==> src/rtl/binary_stream_packer.sv <==
// Packs a 1-bit edge-detection pixel stream LSB-first into words, tags them with
// start-of-frame / end-of-line and buffers them in a first-word-fall-through FIFO.
//
// state    | meaning
// IDLE     | after reset, waiting for vsync low so we never start mid-frame
// WAIT_SOF | between frames, waiting for vsync to rise
// ACTIVE   | inside a frame, accepting pixels and counting lines
module binary_stream_packer #(
  parameter int WORD_WIDTH = 16,
  parameter int FIFO_DEPTH = 32,
  parameter int LCNT_WIDTH = 12
) (
  input  logic                  clk,
  input  logic                  reset_p,
  input  logic                  pix,
  input  logic                  pix_valid,
  input  logic                  pix_hsync,
  input  logic                  pix_vsync,
  output logic [WORD_WIDTH-1:0] m_data,
  output logic                  m_user,
  output logic                  m_last,
  output logic                  m_valid,
  input  logic                  m_ready,
  output logic                  frame_done,
  output logic [LCNT_WIDTH-1:0] line_count,
  output logic                  overflow
);

  localparam int CW = $clog2(WORD_WIDTH);
  localparam int AW = $clog2(FIFO_DEPTH);
  localparam int EW = WORD_WIDTH + 2;

  localparam logic [1:0] IDLE     = 2'd0;
  localparam logic [1:0] WAIT_SOF = 2'd1;
  localparam logic [1:0] ACTIVE   = 2'd2;

  localparam logic [CW-1:0] LAST_IDX = CW'(WORD_WIDTH - 1);

  logic [1:0]            state_q;
  logic                  sof_pend_q;
  logic                  in_line_q;
  logic [CW-1:0]         cnt_q;
  logic [WORD_WIDTH-1:0] pack_q;
  logic [WORD_WIDTH-1:0] hold_q;
  logic                  hold_v_q;
  logic [LCNT_WIDTH-1:0] lcnt_q;
  logic [LCNT_WIDTH-1:0] line_count_q;
  logic                  frame_done_q;
  logic                  overflow_q;

  logic                  accept;
  logic                  word_full;
  logic                  line_end;
  logic                  frame_end;
  logic [WORD_WIDTH-1:0] full_word;
  logic [WORD_WIDTH-1:0] partial_word;
  logic [LCNT_WIDTH-1:0] lcnt_next;

  logic                  push;
  logic [WORD_WIDTH-1:0] push_data;
  logic                  push_last;

  logic [EW-1:0]         mem [FIFO_DEPTH];
  logic [AW-1:0]         wr_ptr_q;
  logic [AW-1:0]         rd_ptr_q;
  logic [AW:0]           count_q;
  logic                  fifo_full;
  logic                  pop;
  logic                  do_push;
  logic [EW-1:0]         head;

  assign accept    = (state_q == ACTIVE) && pix_valid && pix_hsync && pix_vsync;
  assign word_full = accept && (cnt_q == LAST_IDX);
  // A frame ending while hsync is still high closes the open line first.
  assign line_end  = (state_q == ACTIVE) && in_line_q && (!pix_hsync || !pix_vsync);
  assign frame_end = (state_q == ACTIVE) && !pix_vsync;
  assign lcnt_next = !line_end ? lcnt_q :
                     (&lcnt_q) ? lcnt_q : lcnt_q + LCNT_WIDTH'(1);

  always_comb begin
    full_word = pack_q;
    full_word[cnt_q] = pix;
  end

  // Unused upper bits of a short word are padded white.
  always_comb begin
    partial_word = pack_q;
    for (int i = 0; i < WORD_WIDTH; i++) begin
      if (i >= int'(cnt_q)) partial_word[i] = 1'b1;
    end
  end

  // The held full word is known not to end its line as soon as another pixel
  // of the same line arrives, so it is pushed then; this keeps one push per edge.
  always_comb begin
    push      = 1'b0;
    push_data = '0;
    push_last = 1'b0;
    if (accept && (cnt_q == '0) && hold_v_q) begin
      push      = 1'b1;
      push_data = hold_q;
    end else if (line_end && (cnt_q != '0)) begin
      push      = 1'b1;
      push_data = partial_word;
      push_last = 1'b1;
    end else if (line_end && hold_v_q) begin
      push      = 1'b1;
      push_data = hold_q;
      push_last = 1'b1;
    end
  end

  always_ff @(posedge clk) begin
    if (reset_p) begin
      state_q      <= IDLE;
      line_count_q <= '0;
      frame_done_q <= 1'b0;
    end else begin
      frame_done_q <= frame_end;
      case (state_q)
        IDLE:     if (!pix_vsync) state_q <= WAIT_SOF;
        WAIT_SOF: if (pix_vsync) state_q <= ACTIVE;
        ACTIVE: begin
          if (!pix_vsync) begin
            state_q      <= WAIT_SOF;
            line_count_q <= lcnt_next;
          end
        end
        default:  state_q <= IDLE;
      endcase
    end
  end

  always_ff @(posedge clk) begin
    if (reset_p) begin
      sof_pend_q <= 1'b0;
      in_line_q  <= 1'b0;
      cnt_q      <= '0;
      pack_q     <= '0;
      hold_q     <= '0;
      hold_v_q   <= 1'b0;
      lcnt_q     <= '0;
    end else if (state_q == WAIT_SOF) begin
      if (pix_vsync) begin
        sof_pend_q <= 1'b1;
        lcnt_q     <= '0;
      end
      in_line_q <= 1'b0;
      cnt_q     <= '0;
      hold_v_q  <= 1'b0;
    end else if (state_q == ACTIVE) begin
      lcnt_q <= lcnt_next;
      if (push) sof_pend_q <= 1'b0;
      if (line_end) begin
        in_line_q <= 1'b0;
        cnt_q     <= '0;
        pack_q    <= '0;
        hold_v_q  <= 1'b0;
      end else begin
        if (pix_hsync && pix_vsync) in_line_q <= 1'b1;
        if (accept) begin
          pack_q[cnt_q] <= pix;
          if (word_full) begin
            cnt_q    <= '0;
            hold_q   <= full_word;
            hold_v_q <= 1'b1;
          end else begin
            cnt_q <= cnt_q + CW'(1);
            if (cnt_q == '0) hold_v_q <= 1'b0;
          end
        end
      end
    end
  end

  assign fifo_full = (count_q == (AW+1)'(FIFO_DEPTH));
  assign pop       = m_valid && m_ready;
  assign do_push   = push && (!fifo_full || pop);

  always_ff @(posedge clk) begin
    if (do_push) mem[wr_ptr_q] <= {sof_pend_q, push_last, push_data};
  end

  always_ff @(posedge clk) begin
    if (reset_p) begin
      wr_ptr_q   <= '0;
      rd_ptr_q   <= '0;
      count_q    <= '0;
      overflow_q <= 1'b0;
    end else begin
      if (do_push) wr_ptr_q <= wr_ptr_q + AW'(1);
      if (pop)     rd_ptr_q <= rd_ptr_q + AW'(1);
      if (do_push && !pop)      count_q <= count_q + (AW+1)'(1);
      else if (!do_push && pop) count_q <= count_q - (AW+1)'(1);
      if (push && !do_push) overflow_q <= 1'b1;
    end
  end

  assign m_valid    = (count_q != '0);
  assign head       = m_valid ? mem[rd_ptr_q] : '0;
  assign m_data     = head[WORD_WIDTH-1:0];
  assign m_last     = head[WORD_WIDTH];
  assign m_user     = head[WORD_WIDTH+1];
  assign frame_done = frame_done_q;
  assign line_count = line_count_q;
  assign overflow   = overflow_q;

endmodule

==> config.mk <==
export PLATFORM = sky130hd
export DESIGN_NAME = binary_stream_packer
export DESIGN_NICKNAME = d
export VERILOG_FILES = /design/src/rtl/binary_stream_packer.sv
export SDC_FILE = /design/constraint.sdc
export NUM_CORES = 1
export LEC_CHECK = 0
export ABC_AREA = 1
export CORE_ASPECT_RATIO = 1.4
export CORE_MARGIN = 2
export CORE_UTILIZATION = 50
export DETAILED_ROUTE_END_ITERATION = 8
export GPL_TIMING_DRIVEN = 0
export PLACE_DENSITY_LB_ADDON = 0.15
export SYNTH_ARGS = -nofsm -noshare
export SYNTH_HDL_FRONTEND = slang
export SYNTH_SLANG_ARGS = --single-unit
==> constraint.sdc <==
create_clock -name clk -period 3.4 [get_ports clk]
set_input_delay 0.34 -clock clk [delete_from_list [all_inputs] [get_ports clk]]
set_output_delay 0.34 -clock clk [all_outputs]
set_load 0.02 [all_outputs]
Yosys cells after proc, flatten, opt, wreduce, memory -nomap -nowiden. Memory sizes are Yosys's and may differ from the RTL's. A register that Yosys moved wholly into a read port is not among the register bits. Index checks and enable logic that the tools add are counted.

Input port bits: 7. Output and inout port bits: 33. Bits in registers: 83. Logic and storage cells: 149. Memory bits (writable): 576. Memories: 1.

Bitwise logic cells: 3. Equal/unequal tests: 6. Muxes and demuxes: 55. Reduce and logical (&&, ||, !) cells: 47. Magnitude comparators: 17. $add $sub $neg: 6.

Memory list: mem (depth 32, width 18, read ports 1, clocked after Yosys merged registers in 1, wr ports 1, RTL line 63) `logic [EW-1:0] mem [FIFO_DEPTH];`.

Operators by type and width (count): 16-bit two-way mux (5); 12-bit two-way mux (5); 1-bit two-way mux (32); 4-bit >= comparator, first input constant (7); 1-bit logical AND (18); 18-bit two-way mux (1); 16-bit bitwise mux (1); 3-bit by 4-bit >= comparator with 1-bit output, first input constant (4); 12-bit by 1-bit adder with 12-bit output, second input constant (1); 4-bit two-way mux (3); 6-bit two-way mux (2); 12-bit AND reduction (1); 5-bit by 1-bit adder with 5-bit output, second input constant (2); 5-bit two-way mux (2); 2-bit AND reduction (5); 2-bit nonzero test (5); 3-bit AND reduction (3); 1-bit by 4-bit >= comparator with 1-bit output, first input constant (2); 2-bit by 4-bit >= comparator with 1-bit output, first input constant (2); 6-bit by 1-bit adder with 6-bit output, second input constant (1); 6-bit equality test, second input constant (1); 6-bit nonzero test (1); 6-bit by 1-bit subtractor with 6-bit output, second input constant (1); 1-bit zero test (5); 18 further kinds (24).

Depth between registers and ports, before layout. Gate-level depths: netlist of the first run.

Word-level depth: 12. Gate-level depth with buffers: 19. Mapped depth without buffers: 19.

Worst setup path before layout of the first run. No wires, ideal clock.

Path type: register to register. Start point: reg state_q[0]. End point: mem mem[0][8] in the netlist's numbering, data pin. Cell stages (with the launch flop): 10. Clock period less this slack: 3.047 ns. Setup slack: 0.353 ns. Required time: 2.946 ns. Setup time: 0.454 ns. Arrival time: 2.593 ns. Path buffers: 1. Cell sequence: dfxtp_1 -> inv_1 -> ha_1 -> nand2_1 -> inv_1 -> nand2_2 -> nand2_1 -> nand2_1 -> clkbuf_1 -> o21ai_0.

Word-level cells in the longest chain between the ends: 7. Elaborated cells between the ends (all ways): 13. Those cells by class: 1 x eq/ne; 3 x mux; 9 x reduce/logical.

RTL lines: start: declaration (RTL line 39) `logic [1:0] state_q;`; start signal: assignment (RTL line 115) `state_q <= IDLE;`; start signal: assignment (RTL line 121) `IDLE: if (!pix_vsync) state_q <= WAIT_SOF;`; start signal: assignment (RTL line 122) `WAIT_SOF: if (pix_vsync) state_q <= ACTIVE;`; 2-bit equality test (*) (RTL line 72, 75); 1-bit logical AND, on equally long branches (2 in series) (RTL line 75, 72); 1-bit logical AND, on equally long branches (RTL line 106, 72); 16-bit two-way mux / 1-bit logical AND (equally long branches) (RTL line 106, 99); 16-bit two-way mux / 1-bit logical AND (equally long branches) (RTL line 102, 99); 16-bit two-way mux (*) (RTL line 99) `if (accept && (cnt_q == '0) && hold_v_q) begin`; net push_data[8] (RTL line 60) `logic [WORD_WIDTH-1:0] push_data;`; end: declaration (RTL line 63).

The timed path passes the listed nets; every way through them passes the cells marked *.

==> key figures, run 1 <==
Global routing
  • First-pass GRT wire length: 120400 um
  • Total GRT Usage: 27.98%
  • Grt total ovfl: 0
  • Pin count of the biggest net entering global routing: 34
  • Vias in the first global route: 20.03k
  • Antenna violations before repair: 0

Drt
  • Drt first pass iters: 6
  • WL/cell: 22.41 um
  • Final Routed Wirelength: 79910 um
  • Drt first-iter violations: 1710
  • Residual DRC: 0
  • ANT nets after route: 0
  • Vias per Instance: 5.603
  • Total number of vias: 19.98k

STA
  • Fin crit share: 97.63%
  • Final Setup Violations: 0
  • Setup ws final: 0.08041 ns
  • Slew Limit Fails: 0
  • RSZ-0062 raised after global routing: yes
  • Clock skew: 0.02107 ns
  • Fin crit period: 3.320 ns
  • Slew @ Worst Pin: 1.401 ns
  • Slew headroom: 6.474%
  • Hold Vio Cnt, Final: 0
  • Post-Route Setup TNS: 0 ns
  • Max Fclk: 301.2 MHz

Placement
  • Placement Setup Slack: -0.2426 ns
  • Global placement routability congestion: 0.9556
  • HPWL Detailed: 56120 um
  • I/O Buffers: 38

Layout
  • Fillers: 4610
  • Fraction of layout cells with a size suffix above 1: 11.06%
  • Area grow syn2layout: 15.60%
  • Post-layout nets: 2817
  • Antenna cells: 0

Clocking
  • Htree depth: 2
  • Clock Path Buffers: 3
  • Clk sinks: 664
  • Clock transition at the registers of the reported paths: 0.06 ns
  • Worst skew pair latency: 0.63 ns
  • CTS tree: yes
  • CTS Buf Count: 59
  • Clk root buf: clkbuf_16
  • Cts hold-fix bufs: 0
  • Post-CTS setup buffer count: 0

Setup path
  • Crit path max-delay cell type: clkdlybuf4s15_1
  • CP startpoint kind: register
  • Crit. path cell count: 13
  • CP Buf/Inv Count: 5
  • Top cell by count, worst path: nand2_1
  • Worst Reg-to-Reg Cells: 9
  • CP cell instances: buf_4 -> inv_4 -> buf_4 -> buf_4 -> nand2_1 -> nand3_1 -> nand3_1 -> nand2_1 -> nand2_1 -> nand2_1 -> nor2_1 -> nor2_1 -> clkdlybuf4s15_1
  • CP peak stage delay: 0.36 ns
  • Critical Path Fanout Max: 10
  • Delay-heaviest family, CP: buffers and inverters
  • CP Data Required Time: 3.06 ns
  • R2R Setup Slk: 0.18 ns
  • Reg-to-Reg Start: state_q[0]$_SDFFE_PP0P_
  • Critical Path End Type: output port
  • Worst R2R End: mem[27][14]$_DFFE_PP_
  • Worst EP arrival: 2.98 ns
  • Crit Path Class: register to output port

Die
  • Chip height: 283.5 um
  • Die W: 203.7 um
  • Core Box Area: 0.05526 sq mm
  • Num rows: 102
  • Initial Util: 50.50%
  • Die ar.: 0.05774 sq mm
  • Io pins: 40

Synthesis
  • Synthesized net count: 2675
  • Sequential fraction of the synthesis area: 68.30%
  • Syn Area/Cell: 10.54 sq um
  • Synth top area share: 61.98%
  • Mapped Cells: 2648
  • Synth Cell Area: 0.02791 sq mm
  • Yosys cell types: 40
  • Synth warn: 0
  • Ranking of synthesized cells by area: edfxtp_1 (62%), nand2_1 (11%), nand3_1 (8.1%)
  • Synth area leader: edfxtp_1
  • Register bit total from synthesis: 664

Run
  • Max-cap viol count: 0

Min path
  • Min-Delay Path Class: primary input to register
  • Hold path start: reset_p
  • Hold path depth: 4
  • Worst Hold Endpoint: count_q[2]$_SDFFE_PP0P_

Outcome
  • Status: finished, final reports clean

Power and ir drop
  • Leakage dissipation: 12.36 nW
  • VDD IR max: 0.4270 mV
  • Power density over the cells: 654.4 mW/mm^2
==> what timing repair did <==
action / in CTS / in global routing
resized for setup: 59 / 34
setup endpoints to repair: 146 / 18
endpoints found under the hold margin: 0 / 0
==> report_power, final <==
group	total (mW)	leakage [nW]	switching, mW	internal, mW
registers	8.90	6.90	0.0786	8.82
logic	5.33	4.51	3.75	1.57
clock network	6.89	0.952	2.99	3.90
==> Yosys cell counts <==
cell type  number
inv_2           5
inv_1          88
o21ai_1        13
clkinv_2        1
xnor2_1         3
nor2_4          4
o22ai_1        12
o21bai_1        1
nand2_4         3
clkbuf_2        1
nor2_1        165
o21ai_0       103
a211oi_1        4
edfxtp_1      576
a31oi_1         1
a21oi_2         4
dfxtp_1        88
nand2_2         8
a21oi_1        84
nand3_2         1
nor3_1         11
buf_2          71
o21ai_2         1
nor2_2          2
a21o_1          1
nand3_1       454
nand4_1         3
inv_6           1
clkinv_1        2
buf_6           2
o211ai_1        1
xor2_1          6
o32ai_1         1
buf_4           8
ha_1           19
o211a_1         3
clkbuf_1       42
buf_1          22
fa_1            1
nand2_1       832
==> through the flow <==
step	instance area, sq um	instances	util, %	total power [mW]	hold WS (ns)
after global routing	32260	3566	58.38	21.96	0.3399
final	32260	3566	58.38	21.11	0.2978
after detailed placement	30200	3457	54.65	14.38	0.4466
after global placement	29200	3414	52.83	14.34	0.4336
after floorplan	27910	2648	-	12.26	0.4216
after CTS	32230	3566	58.33	21.15	0.2725
==> registers in the layout (all words and copies together) (netlist names), named ones only <==
signal / flops
cnt_q: 4
count_q: 6
frame_done: 1
hold_q: 16
hold_v_q: 1
in_line_q: 1
lcnt_q: 12
line_count: 12
mem: 576
overflow: 1
pack_q: 16
rd_ptr_q: 5
sof_pend_q: 1
state_q: 2
wr_ptr_q: 5
==> cell usage in the layout (no fill, tap or decap), drive strengths merged, types with 3 or more instances in the layout <==
| cell | count |
|---|---|
| xnor2 | 3 |
| nand3 | 455 |
| nor2 | 171 |
| buf | 133 |
| clkdlybuf4s50 | 20 |
| nor3 | 11 |
| clkbuf | 135 |
| bufinv | 8 |
| a211oi | 4 |
| dfxtp | 88 |
| nand2 | 843 |
| clkinvlp | 4 |
| a21oi | 88 |
| xor2 | 6 |
| ha | 19 |
| dlygate4sd2 | 7 |
| nand4 | 3 |
| o22ai | 12 |
| edfxtp | 576 |
| clkinv | 26 |
| clkdlybuf4s15 | 4 |
| o21ai | 117 |
| o211a | 3 |
| inv | 95 |
==> worst min-delay path, cell delays in order <==
cell      delay [ns]
clkbuf_1        0.24
a21oi_1         0.18
o21ai_0         0.08
inv_1           0.05
==> cell type report <==
type                    instances  area [sq um]  area share [%]
inverters                      97         376.6           1.167
clock buffers                  73          1582           4.902
plain buffers                 146         804.5           2.494
flip-flops and latches        664         19060           59.08
clock inverters                36         386.6           1.198
multi-input cells            1741          8056           24.97
repair buffers                 81          1085           3.363
well taps                     728         910.9           2.824
==> worst max-delay path by stage <==
stage	start	to	slack, ns
finish	register	m_data[0]	0.08
detailed placement	pix_vsync	mem[9][12]$_DFFE_PP_	-0.24
global placement	pix_vsync	mem[9][8]$_DFFE_PP_	-2.58
global route	register	m_data[0]	-0.007
floorplan	state_q[0]$_SDFFE_PP0P_	mem[0][8]$_DFFE_PP_	0.35
CTS	register	m_last	-0.17
==> logic make-up after synthesis <==
family	count (synthesis)	synth area share, %
fa+ha+maj	20	0.9237
simple gates	1483	22.36
flops	664	68.30
xor+xnor	9	0.2825
buf+inv	243	3.775
compound gates	229	4.363
==> per-layer routing <==
layer | wire (um) | GRT usage (%) | up-vias
li1 | - | - | 9421
met1 | 29290 | 32.86 | 9523
met2 | 40610 | 49.07 | 819
met3 | 5313 | 4.019 | 219
met4 | 4690 | 15.42 | 0
met5 | 0 | 0 | -
Power figures use the tool's default switching activity.
==> inputs of run 2 (changes only) <==
--- a/config.mk
+++ b/config.mk
@@ -6,9 +6,11 @@
 export NUM_CORES = 1
 export LEC_CHECK = 0
 export ABC_AREA = 1
+export CAP_MARGIN = 10
 export CORE_ASPECT_RATIO = 1.4
 export CORE_MARGIN = 2
 export CORE_UTILIZATION = 50
+export CTS_BUF_LIST = sky130_fd_sc_hd__clkbuf_16
 export DETAILED_ROUTE_END_ITERATION = 8
 export GPL_TIMING_DRIVEN = 0
 export PLACE_DENSITY_LB_ADDON = 0.15
==> run 2 against run 1 <==
Effect of this change: non-clock buffer count is 2 higher; power is 0.25% lower; largest cell class unchanged; maximum frequency hardly changed; hold slack better by 0.019 ns; first-iteration DRC count is 2.7% higher; sequential power hardly changed; global-route usage hardly changed; die area stayed put; register-to-register slack hardly changed; count of clock-buffer cells in the layout is 12 lower.
==> key figures, run 2 (synthesized netlist as in run 1, its figures left out) <==
STA
  • Slew headroom: 27.67% (+21 points)
  • Clock skew: 0.02135 ns (+0.0002842 ns)
  • Fin crit period: 3.318 ns (-0.001889 ns)
  • Fin crit share: 97.58% (about the same)
  • RSZ-0062 raised after global routing: yes
  • Setup ws final: 0.08230 ns (+0.001889 ns)
  • WHS: 0.3170 ns (+0.01920 ns)
  • Slew @ Worst Pin: 1.081 ns (-0.3201 ns)
  • Hold Vio Cnt, Final: 0 (unchanged)
  • Final Setup Violations: 0 (unchanged)
  • Slew Limit Fails: 0 (unchanged)
  • Max Fclk: 301.4 MHz (about the same)

Power and ir drop
  • Clock power share: 32.4% (-0.2 points)
  • Switch Pwr: 6.820 mW (about the same)
  • Leakage dissipation: 12.42 nW (+0.47%)
  • Flop pwr share: 42.2% (about the same)
  • Comb pwr share: 25.3% (about the same)
  • Internal: 14.24 mW (-0.37%)
  • Power density over the cells: 652.1 mW/mm^2 (-0.35%)
  • VDD IR max: 0.4305 mV (+0.82%)
  • Switching Fraction: 32.39% (+0.078 points)

Run
  • Max-cap viol count: 0 (unchanged)

Outcome
  • Status: finished, final reports clean

Global routing
  • Grt total ovfl: 0 (unchanged)
  • Antenna violations before repair: 0 (unchanged)
  • Pin count of the biggest net entering global routing: 34 (unchanged)
  • Vias in the first global route: 20.04k (+0.040%)
  • First-pass GRT wire length: 120400 um (about the same)
  • Total GRT Usage: 27.99% (about the same)

Die
  • Chip height: 283.5 um (unchanged)
  • Die ar.: 0.05774 sq mm (unchanged)
  • Core Box Area: 0.05526 sq mm (unchanged)
  • Initial Util: 50.50% (unchanged)
  • Io pins: 40 (unchanged)
  • Die W: 203.7 um (unchanged)
  • Num rows: 102 (unchanged)

Drt
  • WL/cell: 22.42 um (about the same)
  • Final Routed Wirelength: 80010 um (+0.12%)
  • Drt first pass iters: 6 (unchanged)
  • ANT nets after route: 0 (unchanged)
  • Drt first-iter violations: 1757 (+2.7%)
  • Residual DRC: 0 (unchanged)
  • Vias per Instance: 5.609 (+0.10%)
  • Total number of vias: 20.01k (+0.16%)

Layout
  • Regs by FF count: mem x576, hold_q x16, pack_q x16
  • Largest Register: mem
  • Area grow syn2layout: 15.72%
  • Most frequent cells in the layout: nand2_1 (832), edfxtp_1 (576), nand3_1 (454), nor2_1 (134), inv_1 (99)
  • Antenna cells: 0 (unchanged)
  • Max reg flops: 576 (unchanged)
  • Fraction of layout cells with a size suffix above 1: 11.09% (+0.027 points)
  • Commonest non-fill, non-tap cell in the layout: nand2_1
  • Post-layout nets: 2819 (+0.071%)

Clocking
  • Clock Path Buffers: 3 (unchanged)
  • CTS Buf Count: 59 (unchanged)
  • Post-CTS setup buffer count: 0 (unchanged)
  • Clock transition at the registers of the reported paths: 0.06 ns (about the same)
  • Htree depth: 2 (unchanged)
  • Worst skew pair latency: 0.63 ns (about the same)
  • Cts hold-fix bufs: 0 (unchanged)
  • Clk root buf: clkbuf_16
  • Clk sinks: 664 (unchanged)
  • Cts repair resizes: 59 (unchanged)
  • CTS tree: yes

Placement
  • HPWL Detailed: 56120 um (unchanged)
  • I/O Buffers: 38 (unchanged)
  • Placement Setup Slack: -0.2426 ns (unchanged)
  • Global placement routability congestion: 0.9556 (unchanged)

Setup path
  • Worst EP arrival: 2.98 ns (about the same)
  • Critical Path End Type: output port
  • Critical Path Fanout Max: 10 (unchanged)
  • CP startpoint kind: register
  • CP Data Required Time: 3.06 ns (about the same)
  • Crit Path Class: register to output port

Min path
  • Min-Delay Path Class: primary input to register
[run 2: cell types whose count changed in the layout (fill, tap and decap cells not counted), sizes merged]
cell,before,now
buf,133,135
clkbuf,135,123
clkinv,26,27
inv,95,106
[run 2: routing by layer]
| metal | GRT usage [%] | part of all wire (%) |
|---|---|---|
| met1 | 32.86 | 37 |
| met2 | 49.08 | 51 |
| met3 | 4.019 | 6.6 |
| met4 | 15.42 | 5.9 |
| met5 | 0 | 0 |
[run 2: cell type report]
cell class,count,area [sq um]
fill,4609,22970
clock buffer,61,1526
tap,728,910.9
inverter,97,376.6
buffer,146,804.5
multi-input combinational,1741,8056
clock inverter,48,431.7
timing repair buffer,83,1127
sequential,664,19060
[run 2: final timing paths]
path / endpoint / cells after the start / from / slack, ns
worst max-delay path: m_data[13] / 11 / register / 0.08
worst min register to register: pack_q[6]$_SDFFE_PP0P_ / 2 / pack_q[6]$_SDFFE_PP0P_ / 0.45
worst max register to register: mem[27][14]$_DFFE_PP_ / 9 / state_q[0]$_SDFFE_PP0P_ / 0.19
worst min-delay path: count_q[2]$_SDFFE_PP0P_ / 4 / reset_p / 0.32
[run 2: stage by stage]
step | TNS [ns] | instances | power, mW | util, % | area, sq um
finish | 0 | 3568 | 21.06 | 58.44 | 32290
detailed placement | -19.81 | 3457 | 14.38 | 54.65 | 30200
global route | -0.009028 | 3568 | 21.91 | 58.44 | 32290
CTS | -0.1677 | 3566 | 21.10 | 58.31 | 32220
global placement | -1154.42 | 3414 | 14.34 | 52.83 | 29200
floorplan | 0 | 2648 | 12.26 | - | 27910
[run 2: power by group through the flow]
stage	Combinational (mW)	Sequential, mW	Clock, mW
finish	5.34	8.89	6.83
global placement	5.27	9.07	0
CTS	5.28	8.90	6.92
detailed placement	5.30	9.07	0
floorplan	3.19	9.07	0
global route	5.79	8.90	7.22
[run 2: worst max-delay path: stages (launching register included)]
cell,delay (ns)
dfxtp_1,0.30
buf_4,0.19
inv_4,0.14
buf_4,0.26
buf_4,0.27
nor2_1,0.06
o22ai_1,0.27
nor2_1,0.08
nor2_1,0.16
nor2_1,0.09
nor2_1,0.17
dlygate4sd2_1,0.37
==> inputs of run 3 (changes only) <==
--- a/config.mk
+++ b/config.mk
@@ -7,7 +7,7 @@
 export LEC_CHECK = 0
 export ABC_AREA = 1
 export CAP_MARGIN = 10
-export CORE_ASPECT_RATIO = 1.4
+export CORE_ASPECT_RATIO = 1.1
 export CORE_MARGIN = 2
 export CORE_UTILIZATION = 50
 export CTS_BUF_LIST = sky130_fd_sc_hd__clkbuf_16
==> run 3 against run 2 <==
Effect of this change: register-to-register slack gained 0.05 ns; utilization grew 0.82 points; combinational power is essentially flat; largest power group unchanged.
==> key figures, run 3 (synthesized netlist as in run 1, its figures left out) <==
Clocking
  • Clk root buf: clkbuf_16
  • CTS Buf Count: 66 (+12%)
  • Clock Path Buffers: 3 (unchanged)
  • Worst skew pair latency: 0.62 ns (about the same)
  • Clock transition at the registers of the reported paths: 0.06 ns (about the same)
  • Htree depth: 3 (+1)
  • Clk sinks: 664 (unchanged)
  • CTS tree: yes
  • Cts hold-fix bufs: 0 (unchanged)

Die
  • Core Box Area: 0.05507 sq mm (-0.35%)
  • Chip height: 251.8 um (-11%)
  • Die W: 229.3 um (+13%)
  • Initial Util: 50.68% (+0.18 points)
  • Io pins: 40 (unchanged)
  • Num rows: 90 (-12%)
  • Die ar.: 0.05772 sq mm (about the same)

Min path
  • Hold path start: reset_p
  • Min-Delay Path Class: primary input to register

STA
  • WHS: 0.2925 ns (-0.02450 ns)
  • Fin crit share: 99.25% (+1.7 points)
  • Fin crit period: 3.375 ns (+0.05683 ns)
  • RSZ-0062 raised after global routing: no
  • Slew headroom: 32.30% (+4.6 points)
  • Slew @ Worst Pin: 1.015 ns (-0.06543 ns)
  • Post-Route Setup TNS: 0 ns (unchanged)
  • Final Setup Violations: 0 (unchanged)
  • Max Fclk: 296.3 MHz (-1.7%)
  • Clock skew: 0.02585 ns (+0.004504 ns)
  • Slew Limit Fails: 0 (unchanged)
  • Hold Vio Cnt, Final: 0 (unchanged)

Power and ir drop
  • Power density over the cells: 662.4 mW/mm^2 (+1.6%)
  • VDD IR max: 0.4150 mV (-3.6%)
  • Leakage dissipation: 12.59 nW (+1.4%)

Placement
  • HPWL Detailed: 57920 um (+3.2%)
  • Placed instance count: 3472 (+0.43%)
  • I/O Buffers: 38 (unchanged)
  • Global placement routability congestion: 0.8856 (-7.3%)
  • Cell Area, Placed: 0.03036 sq mm (+0.55%)

Setup path
  • Worst Reg-to-Reg Cells: 18 (+9)
  • Critical Path End Type: output port
  • Worst EP arrival: 3.03 ns (+0.05 ns)
  • Worst R2R End: count_q[5]$_SDFFE_PP0P_
  • R2R Setup Slk: 0.24 ns (+0.05 ns)
  • Crit Path Class: register to output port
  • Critical Path Fanout Max: 10 (unchanged)
  • CP Data Required Time: 3.06 ns (about the same)
  • Worst Setup EP: m_data[6]
  • CP startpoint kind: register
  • Reg-to-Reg Start: cnt_q[1]$_SDFFE_PP0P_

Outcome
  • Status: finished, final reports clean

Drt
  • WL/cell: 23.08 um (+2.9%)
  • Total number of vias: 20.39k (+1.9%)
  • Final Routed Wirelength: 82820 um (+3.5%)
  • Drt first pass iters: 5 (-1)
  • Residual DRC: 0 (unchanged)
  • Vias per Instance: 5.682 (+1.3%)
  • Drt first-iter violations: 2095 (+19%)
  • ANT nets after route: 0 (unchanged)

Layout
  • Regs by FF count: mem x576, hold_q x16, pack_q x16
  • Fraction of layout cells with a size suffix above 1: 11.85% (+0.76 points)
  • Most frequent cells in the layout: nand2_1 (832), edfxtp_1 (576), nand3_1 (454), nor2_1 (130), inv_1 (97)
  • Largest Register: mem
  • Commonest non-fill, non-tap cell in the layout: nand2_1
  • Antenna cells: 0 (unchanged)
  • Max reg flops: 576 (unchanged)
  • Post-layout nets: 2831 (+0.43%)
  • Area grow syn2layout: 16.93%
  • Post-layout util: 59.26% (+0.82 points)
  • Fin cells: 3588 (+0.56%)
  • Fin area: 0.03263 sq mm (+1.1%)

Global routing
  • Grt total ovfl: 0 (unchanged)
  • Antenna violations before repair: 0 (unchanged)
  • Pin count of the biggest net entering global routing: 33 (-2.9%)
  • Total GRT Usage: 28.82% (+0.84 points)
  • First-pass GRT wire length: 123000 um (+2.1%)
  • Vias in the first global route: 19.95k (-0.44%)

Run
  • Max-cap viol count: 0 (unchanged)
## run 3: stage by stage
stage	setup slack, ns	power, mW
floorplan	0.3530	12.26
finish	0.02547	21.62
global placement	-3.059	14.30
CTS	-0.1628	21.64
global route	0.005839	22.43
detailed placement	-0.2322	14.37
## run 3: worst min path at each step
stage	slack (ns)	cells after the start	to
after floorplan	0.42	2	hold_q[14]$_SDFFE_PP0P_
after global placement	0.43	2	hold_q[7]$_SDFFE_PP0P_
after CTS	0.29	4	count_q[3]$_SDFFE_PP0P_
after global routing	0.37	4	count_q[3]$_SDFFE_PP0P_
after detailed placement	0.46	2	pack_q[10]$_SDFFE_PP0P_
final	0.29	4	count_q[3]$_SDFFE_PP0P_
## run 3: where the power goes
part / total, mW / internal, mW / switching (mW)
Combinational: 5.37 / 1.60 / 3.78
Clock: 7.35 / 4.19 / 3.16
Sequential: 8.89 / 8.82 / 0.0732
## run 3: routing by layer
metal,vias to the layer above,wire length [um],global-route usage (%),share of wire (%)
met5,-,0,0,0
met4,0,3779,13.27,4.6
met3,190,6493,3.854,7.8
met2,936,40420,49.23,49
li1,9446,-,-,-
met1,9814,32130,36.72,39
## run 3: what timing repair did
action,CTS,global route
buffers inserted,0,0
endpoints found under the setup margin,127,8
resized for setup,74,16
endpoints found under the hold margin,0,0
## run 3: critical path: stages, from the launching register on
cell and delay, ns:
dfxtp_1 0.30, buf_4 0.19, clkinv_4 0.14, buf_4 0.26
buf_4 0.26, nand2_1 0.07, nand3_1 0.06, nand3_1 0.09
nand2_1 0.09, nand2_1 0.05, nand3_1 0.18, nand2_1 0.07
nor2_1 0.26, dlygate4sd2_1 0.38
## run 3: layout make-up
cell class,count,area (sq um)
buffer,146,793.3
clock buffer,68,1702
clock inverter,48,456.7
fill,4534,22430
inverter,97,376.6
multi-input combinational,1741,8034
sequential,664,19060
tap,736,920.9
timing repair buffer,88,1290
